File: src/rtl/button_event_arbiter.sv
// Routes debounced button presses through a small event FIFO to whichever of menu/game owns input.
// Optional auto-repeat while a button is held is enabled by defining BTN_AUTOREPEAT_EN.
module button_event_arbiter #(
    parameter int FIFO_DEPTH    = 4,
    parameter int REPEAT_DELAY  = 50_000_000,
    parameter int REPEAT_PERIOD = 10_000_000
) (
    input  logic                          sys_clk,
    input  logic                          sys_rst_n,
    input  logic                          btn_up,
    input  logic                          btn_down,
    input  logic                          btn_left,
    input  logic                          btn_right,
    input  logic                          game_active,
    input  logic                          game_exit_req,
    output logic                          menu_evt_valid,
    output logic [1:0]                    menu_evt_code,
    input  logic                          menu_evt_ready,
    output logic                          game_evt_valid,
    output logic [1:0]                    game_evt_code,
    input  logic                          game_evt_ready,
    output logic                          owner,
    output logic [$clog2(FIFO_DEPTH):0]   fifo_level,
    output logic                          overflow,
    output logic [1:0]                    arb_state
);
    // Event ports use valid/ready: a code is transferred on a cycle where valid and ready are
    // both high; once valid rises, valid and code hold until that transfer happens.

    localparam int AW = $clog2(FIFO_DEPTH);
    localparam int LW = AW + 1;

    if (FIFO_DEPTH < 2 || FIFO_DEPTH > 16 || (FIFO_DEPTH & (FIFO_DEPTH - 1)) != 0) begin : g_bad_depth
        $error("FIFO_DEPTH must be a power of two in 2..16");
    end
    if (REPEAT_PERIOD < 1 || REPEAT_DELAY < REPEAT_PERIOD) begin : g_bad_repeat
        $error("REPEAT_DELAY must be >= REPEAT_PERIOD >= 1");
    end

    typedef enum logic [1:0] {
        OWN_MENU = 2'd0,
        SWITCH   = 2'd1,
        OWN_GAME = 2'd2
    } state_t;

    state_t          state;
    logic            owner_q;
    logic            overflow_q;
    logic            exit_pend;
    logic [3:0]      prev_lvl;
    logic [3:0]      pending;
    logic [1:0]      mem [FIFO_DEPTH];
    logic [AW-1:0]   rd_ptr;
    logic [AW-1:0]   wr_ptr;
    logic [LW-1:0]   level;

    logic [3:0]      btn_vec;
    logic [3:0]      rise;
    logic [3:0]      rpt;
    logic [3:0]      push_oh;
    logic [1:0]      push_code;
    logic [1:0]      head;
    logic            fifo_empty;
    logic            fifo_full;
    logic            push;
    logic            pop;
    logic            stall;
    logic            switch_req;
    logic            leave;

    assign btn_vec    = {btn_right, btn_left, btn_down, btn_up};
    assign rise       = btn_vec & ~prev_lvl;
    assign fifo_empty = (level == '0);
    assign fifo_full  = (level == LW'(FIFO_DEPTH));
    assign head       = mem[rd_ptr];

    assign menu_evt_valid = (state == OWN_MENU) && !fifo_empty;
    assign game_evt_valid = (state == OWN_GAME) && !fifo_empty;
    assign menu_evt_code  = menu_evt_valid ? head : 2'd0;
    assign game_evt_code  = game_evt_valid ? head : 2'd0;

    assign pop   = (menu_evt_valid & menu_evt_ready) | (game_evt_valid & game_evt_ready);
    assign stall = (menu_evt_valid & ~menu_evt_ready) | (game_evt_valid & ~game_evt_ready);

    // Lowest set bit wins: up beats down beats left beats right.
    assign push_oh = pending & (~pending + 4'd1);
    assign push    = (state != SWITCH) && (pending != 4'd0) && (!fifo_full || pop);

    always_comb begin
        push_code = 2'd0;
        casez (pending)
            4'b???1: push_code = 2'd0;
            4'b??10: push_code = 2'd1;
            4'b?100: push_code = 2'd2;
            4'b1000: push_code = 2'd3;
            default: push_code = 2'd0;
        endcase
    end

    // The game's exit pulse is remembered so a stalled handshake cannot lose it.
    always_comb begin
        switch_req = 1'b0;
        case (state)
            OWN_MENU: switch_req = game_active;
            OWN_GAME: switch_req = game_exit_req | exit_pend | ~game_active;
            default:  switch_req = 1'b0;
        endcase
    end

    assign leave = switch_req && !stall;

    always_ff @(posedge sys_clk or negedge sys_rst_n) begin
        if (!sys_rst_n) begin
            state      <= OWN_MENU;
            owner_q    <= 1'b0;
            overflow_q <= 1'b0;
            exit_pend  <= 1'b0;
            prev_lvl   <= 4'hF;
            pending    <= 4'd0;
            rd_ptr     <= '0;
            wr_ptr     <= '0;
            level      <= '0;
        end else begin
            prev_lvl <= btn_vec;
            if (state == SWITCH) begin
                // FIFO was emptied on entry; edges seen during this cycle belong to the new owner.
                state   <= owner_q ? OWN_MENU : OWN_GAME;
                owner_q <= ~owner_q;
                pending <= rise | rpt;
            end else if (leave) begin
                state     <= SWITCH;
                exit_pend <= 1'b0;
                pending   <= 4'd0;
                rd_ptr    <= '0;
                wr_ptr    <= '0;
                level     <= '0;
            end else begin
                if (push) wr_ptr <= wr_ptr + 1'b1;
                if (pop)  rd_ptr <= rd_ptr + 1'b1;
                level      <= level + LW'(push) - LW'(pop);
                pending    <= (pending & ~(push ? push_oh : 4'd0)) | (rise & ~pending) | rpt;
                overflow_q <= overflow_q | (|(rise & pending));
                exit_pend  <= exit_pend | ((state == OWN_GAME) & game_exit_req);
            end
        end
    end

    always_ff @(posedge sys_clk) begin
        if (push && !leave) mem[wr_ptr] <= push_code;
    end

`ifdef BTN_AUTOREPEAT_EN
    localparam int RW = $clog2(REPEAT_DELAY + 1);
    localparam logic [RW-1:0] RPT_LAST   = RW'(REPEAT_DELAY - 1);
    localparam logic [RW-1:0] RPT_RELOAD = RW'(REPEAT_DELAY - REPEAT_PERIOD);

    logic [RW-1:0] hold_cnt [4];

    always_comb begin
        rpt = 4'd0;
        for (int i = 0; i < 4; i++) begin
            rpt[i] = btn_vec[i] & prev_lvl[i] & (state != SWITCH) & (hold_cnt[i] == RPT_LAST);
        end
    end

    // Counter holds cycles since press; after each repeat it reloads so the next fires one period later.
    always_ff @(posedge sys_clk or negedge sys_rst_n) begin
        if (!sys_rst_n) begin
            for (int i = 0; i < 4; i++) hold_cnt[i] <= '0;
        end else begin
            for (int i = 0; i < 4; i++) begin
                if (!btn_vec[i] || rise[i] || state == SWITCH) hold_cnt[i] <= '0;
                else if (rpt[i])                             hold_cnt[i] <= RPT_RELOAD;
                else                                         hold_cnt[i] <= hold_cnt[i] + 1'b1;
            end
        end
    end
`else
    assign rpt = 4'd0;
`endif

    assign owner      = owner_q;
    assign fifo_level = level;
    assign overflow   = overflow_q;
    assign arb_state  = state;

endmodule

File: config.mk
export PLATFORM = sky130hd
export DESIGN_NAME = button_event_arbiter
export DESIGN_NICKNAME = d
export VERILOG_FILES = /design/src/rtl/button_event_arbiter.sv
export SDC_FILE = /design/constraint.sdc
export NUM_CORES = 1
export LEC_CHECK = 0
export CORE_MARGIN = 2
export CORE_UTILIZATION = 52
export CTS_CLUSTER_DIAMETER = 200
export DETAILED_ROUTE_END_ITERATION = 10
export PLACE_DENSITY = 0.78
export SLEW_MARGIN = 15
export SYNTH_ARGS = -nofsm -noshare
export SYNTH_HDL_FRONTEND = slang
export SYNTH_SLANG_ARGS = --single-unit
File: constraint.sdc
create_clock -name sys_clk -period 2.9 [get_ports sys_clk]
set_input_delay 0.87 -clock sys_clk [delete_from_list [all_inputs] [get_ports sys_clk]]
set_output_delay 0.87 -clock sys_clk [all_outputs]
set_load 0.1 [all_outputs]
Yosys cells after proc, flatten, opt, wreduce, memory -nomap -nowiden
Memory sizes are Yosys's and may differ from the RTL's.
Index checks and enable logic that the tools add are counted.
- output and inout port bits: 13
- RAM bits: 8
- memories kept: 1
- flip-flop bits (word level): 20
- bits of input ports: 10
- word-level logic and storage cells: 87
- reduce and logical (&&, ||, !) cells: 21
- bitwise gates (word level): 26
- eq/ne operators: 7
- add/sub/neg operators: 5
- mux-type cells: 18
- memories (memory ; depth ; width ; rd ports ; clocked after memory_dff ; write ports ; RTL line ; text):
    mem ; 4 ; 2 ; 1 ; 0 ; 1 ; 52 ; logic [1:0] mem [FIFO_DEPTH];
- operator list (cell ; number):
    4-bit AND ; 5
    2-bit two-way mux ; 9
    4-bit two-way mux ; 3
    4-bit inverter ; 3
    3-bit == test, second input constant ; 2
    1-bit logical AND ; 6
    1-bit inverter ; 6
    1-bit bitwise OR ; 6
    2-bit one-hot mux with 3 select lines ; 1
    2-bit AND reduction ; 3
    2-bit nonzero test ; 3
    1-bit AND ; 5
    2-bit by 1-bit adder with 2-bit output, second input constant ; 2
    4-bit by 1-bit adder with 4-bit output, second input constant ; 1
    2-bit == test, second input constant ; 2
    4-bit == test, second input constant ; 1
    1-bit zero test ; 4
    4-bit bitwise OR ; 1
    4-bit nonzero test ; 1
    4-bit OR reduction ; 1
    3-bit by 1-bit adder with 3-bit output ; 1
    3-bit zero test ; 1
    1-bit two-way mux ; 3
    3-bit two-way mux ; 1
    other kinds (6) ; 6

Depth between registers and ports, before layout
- depth after elaboration: 13
- mapped depth: 12

Worst setup path before layout
Ideal clock, no wire load.
- kind: flip-flop to output port
- from: reg state[1], in the netlist arb_state[1]
- to: out menu_evt_code[1]
- data arrival time: 4.206 ns
- setup slack: -2.176 ns
- stages on the path, launching flop included: 4
- cell sequence: dfrtp_1 buf_2 nor3_1 and2_1
- longest elaborated chain between the ends: 3
- RTL lines (item ; RTL line ; text):
    from (decl) ; 46 ; state_t state;
    from (signal assigned) ; 127 ; state <= owner_q ? OWN_MENU : OWN_GAME;
    2-bit zero test ; 77 ; assign menu_evt_valid = (state == OWN_MENU) && !fifo_empty;
    1-bit logical AND ; 77 ;
    via menu_evt_valid ; 16 ; output logic menu_evt_valid,
    2-bit two-way mux ; 79 ; assign menu_evt_code = menu_evt_valid ? head : 2'd0;
    to (decl) ; 17 ; output logic [1:0] menu_evt_code,
The timed path passes the listed nets, and every way through them passes these cells.

Worst setup path in the final report
- from: in game_evt_ready
- to: reg level[2], in the netlist fifo_level[2]
- longest elaborated chain between the ends: 7
- elaborated cells between the ends (all ways): 12
- classes of those cells: 2 x add/sub; 1 x mux; 5 x bitwise; 4 x reduce/logical
- RTL lines (item ; RTL line ; text):
    from (decl) ; 21 ; input logic game_evt_ready,
    1-bit AND ; 82 ; assign pop = (menu_evt_valid & menu_evt_ready) | (game_evt_valid & game_evt_ready);
    1-bit bitwise OR ; 82 ;
    1-bit logical OR ; 87 ; assign push = (state != SWITCH) && (pending != 4'd0) && (!fifo_full || pop);
    1-bit logical AND ; 87 ;
    3-bit by 1-bit adder with 3-bit output ; 140 ; level <= level + LW'(push) - LW'(pop);
    3-bit by 1-bit subtractor with 3-bit output ; 140 ;
    3-bit two-way mux * ; 130 ; end else if (leave) begin
    to (signal assigned) ; 140 ;
    to (decl) ; 55 ; logic [LW-1:0] level;
Every way passes the cells marked *; elsewhere a longest branch is shown, timed or not.
A chain may end at the register's enable or synchronous reset.

==> results.toml <==
[sta]
period_share_pct = 94.1
finalHoldViolations = 0
max_freq_mhz = 367
period_needed_ns = 2.73
worst_slack_ns = 0.172
slew-limit-headroom_pct = 64.8
rsz0062_at_grt = "no"
skew_ns = 0.00933
setup_viol = 0
worstMarginPinSlew_ns = 0.524
drv_slew = 0

[finish]
nets = 178
drive_above_1_share_pct = 28.7
fin_cells = 191
n_antenna_cell = 0
mostFrequentLayoutCells = "buf_4, nor2_1, dfrtp_1"
final_common_cell = "buf_4"
utilization_pct = 66.3
synthToLayoutAreaGrowth_pct = 23.3

[critical_path]
rrSetupSlack_ns = 0.35
cp.arrival_ns = 2.97
rr_endpoint = "fifo_level[2]$_DFFE_PN0N_"
r2r-start = "fifo_level[1]$_DFFE_PN0N_"
cp-start-kind = "primary input"
endpoint_kind = "flip-flop"
worst-setup-path-type = "in -> reg"
ff2ff_path_depth = 11
cp.required_ns = 3.14
crit_fanout = 3

[power]
leakage_uw = 0.000768
power_density_nw_per_um2 = 873
ir_worst_vdd_uv = 837

[die]
die_w_um = 56.7
die_y_um = 56.7
dieArea_um2 = 3210
rows = 19
coreArea_um2 = 2690
initial_utilization_pct = 53.7
io_pins = 23

[synthesis]
yosysTopAreaCell = "dfrtp_1"
syn_avg_cell_area_um2 = 11.0
synth.top_cell.area_share_pct = 27.7
synth-edff-count = 8
yosysSeqAreaShare_pct = 51.6
synthSimpleGateAreaFrac_pct = 20.1
yosysWarnings = 0
synth_area_um2 = 1440
synth_fa_ha_area_share_pct = 6.59
ys_types = 40
synth.ff_latch_count = 28
ys_async_sr_fraction_pct = 71.4
synth_xor_area_share_pct = 3.03
synth_top_family_by_area = "simple AND/OR/NAND/NOR gates"
synth_mux_area_share_pct = 3.81
syn-num-nets = 148
synthCells = 131
synth_compound_area_share_pct = 11.4
ys.flop_type = "dfrtp_1"
synthTopCellsByArea = "dfrtp_1, edfxtp_1, dfstp_2"

[clocking]
cts_tree = "yes"
clockRootBuffer = "clkbuf_4"
path_clk_slew_ns = 0.15
clockBufferDepth = 2
clock_sinks = 28
cts_hold_buf = 0
cts_buffers = 3
clk_latency_ns = 0.33
cts_htree_levels = 1

[worst_hold_path]
min-delay-start = "overflow$_DFFE_PN0P_"
hold_depth = 1
holdCritPathClass = "reg -> reg"
holdPathEnd = "overflow$_DFFE_PN0P_"

[job]
cap_violations = 0

[global_route]
gr-usage-all-layers_pct = 19.9
grt_pass1_vias = 1129
grt_max_degree = 18
grt_pass1_wl_um = 4970
antenna_found_initial = 0
gr-total-overflow = 0

[detailed_routing]
drtIter0Drc = 61
route.detailed.drc = 0
antenna_left = 0
drt_wl_total_um = 2920
vias = 1095
wl_per_cell_um = 15.3
viasPerCell = 5.73
drtPass1Iterations = 4

[place]
place.gp.congestion = 0.787
place.port_buffers = 22
dp_cells = 186
post-place-ws_ns = -0.268
place_hpwl_um = 2150

[run_status]
status = "complete, no violations"
[report_power, final]
part	leakage [µW]	total, µW	internal [µW]	switching [µW]
Clock	0.0000154	162	50.6	112
Combinational	0.000448	717	284	433
Sequential	0.000304	676	559	117
[worst max-delay path by stage]
stage | startpoint | to | depth (start not counted)
floorplan | arb_state[1]$_DFFE_PN0N_ | menu_evt_code[0] | 3
global route | game_evt_ready | fifo_level[1]$_DFFE_PN0N_ | 10
CTS | game_evt_ready | fifo_level[2]$_DFFE_PN0N_ | 12
global placement | game_evt_ready | fifo_level[2]$_DFFE_PN0N_ | 11
detailed placement | game_evt_ready | fifo_level[2]$_DFFE_PN0N_ | 12
finish | game_evt_ready | fifo_level[2]$_DFFE_PN0N_ | 12
[Yosys cell counts (2+ instances only)]
cell / number
dfrtp_1: 16
nor2_1: 15
edfxtp_1: 8
inv_1: 8
nand2_1: 8
and2_1: 7
nand2b_1: 7
ha_1: 6
a21oi_1: 4
dfstp_2: 4
nor3_1: 4
o21ai_0: 4
xnor2_1: 4
buf_2: 3
or3_1: 3
a32o_1: 2
and3_1: 2
mux4_2: 2
nor2b_1: 2
o2bb2ai_1: 2
[state kept, by name, summed over array words and instances (netlist names)]
name	count
prev_lvl	4
rd_ptr	2
arb_state	2
pending	4
wr_ptr	2
fifo_level	3
exit_pend	1
owner	1
mem	8
overflow	1
[critical path, cell delays in order]
cell and delay (ns):
clkdlybuf4s50_1 0.50, nand2b_1 0.08, a21boi_2 0.17, o2bb2ai_2 0.10
ha_1 0.27, inv_1 0.06, ha_1 0.14, inv_1 0.05
fa_2 0.35, xnor2_2 0.15, a21oi_1 0.15, o2bb2ai_1 0.08
[metal layers]
layer	vias to the layer above	wire [µm]	global-route usage, %
li1	518	-	-
met1	524	1270	25.6
met2	44	1400	32.2
met3	9	161	3.23
met4	0	85	10.5
met5	-	0	0
[stage by stage]
stage,hold WS (ns),cell area [µm²],power [µW],TNS [ns]
4_1_cts,0.485,1750,1520,0
2_1_floorplan,0.464,1480,1170,-0.208
5_1_grt,0.493,1780,1660,0
3_3_place_gp,0.445,1720,1320,-0.294
3_5_place_dp,0.449,1720,1360,-0.463
6_report,0.484,1780,1550,0
[cell families (layout without fill, tap and decap cells)]
kind of cell    Yosys count  count (layout)
simple gates             54              54
flops                    28              28
compound gates           22              22
mux                       3               3
buf+inv                  12              41
fa+ha+maj                 7               7
xor+xnor                  5               5
[repair_timing]
item | 4_1_cts | 5_1_grt
endpoints found under the setup margin | 0 | 2
setup buffers | 0 | 1
resized for setup | 0 | 5
[cell type report]
type                       count  area (µm²)
clock buffer                   3        22.5
clock inverter                 1        3.75
fill                         209         906
inverter                       8        30.0
multi-input combinational     91         688
sequential                    28         757
tap                           31        38.8
timing repair buffer          29         240
(Power assumes the default switching activity.)
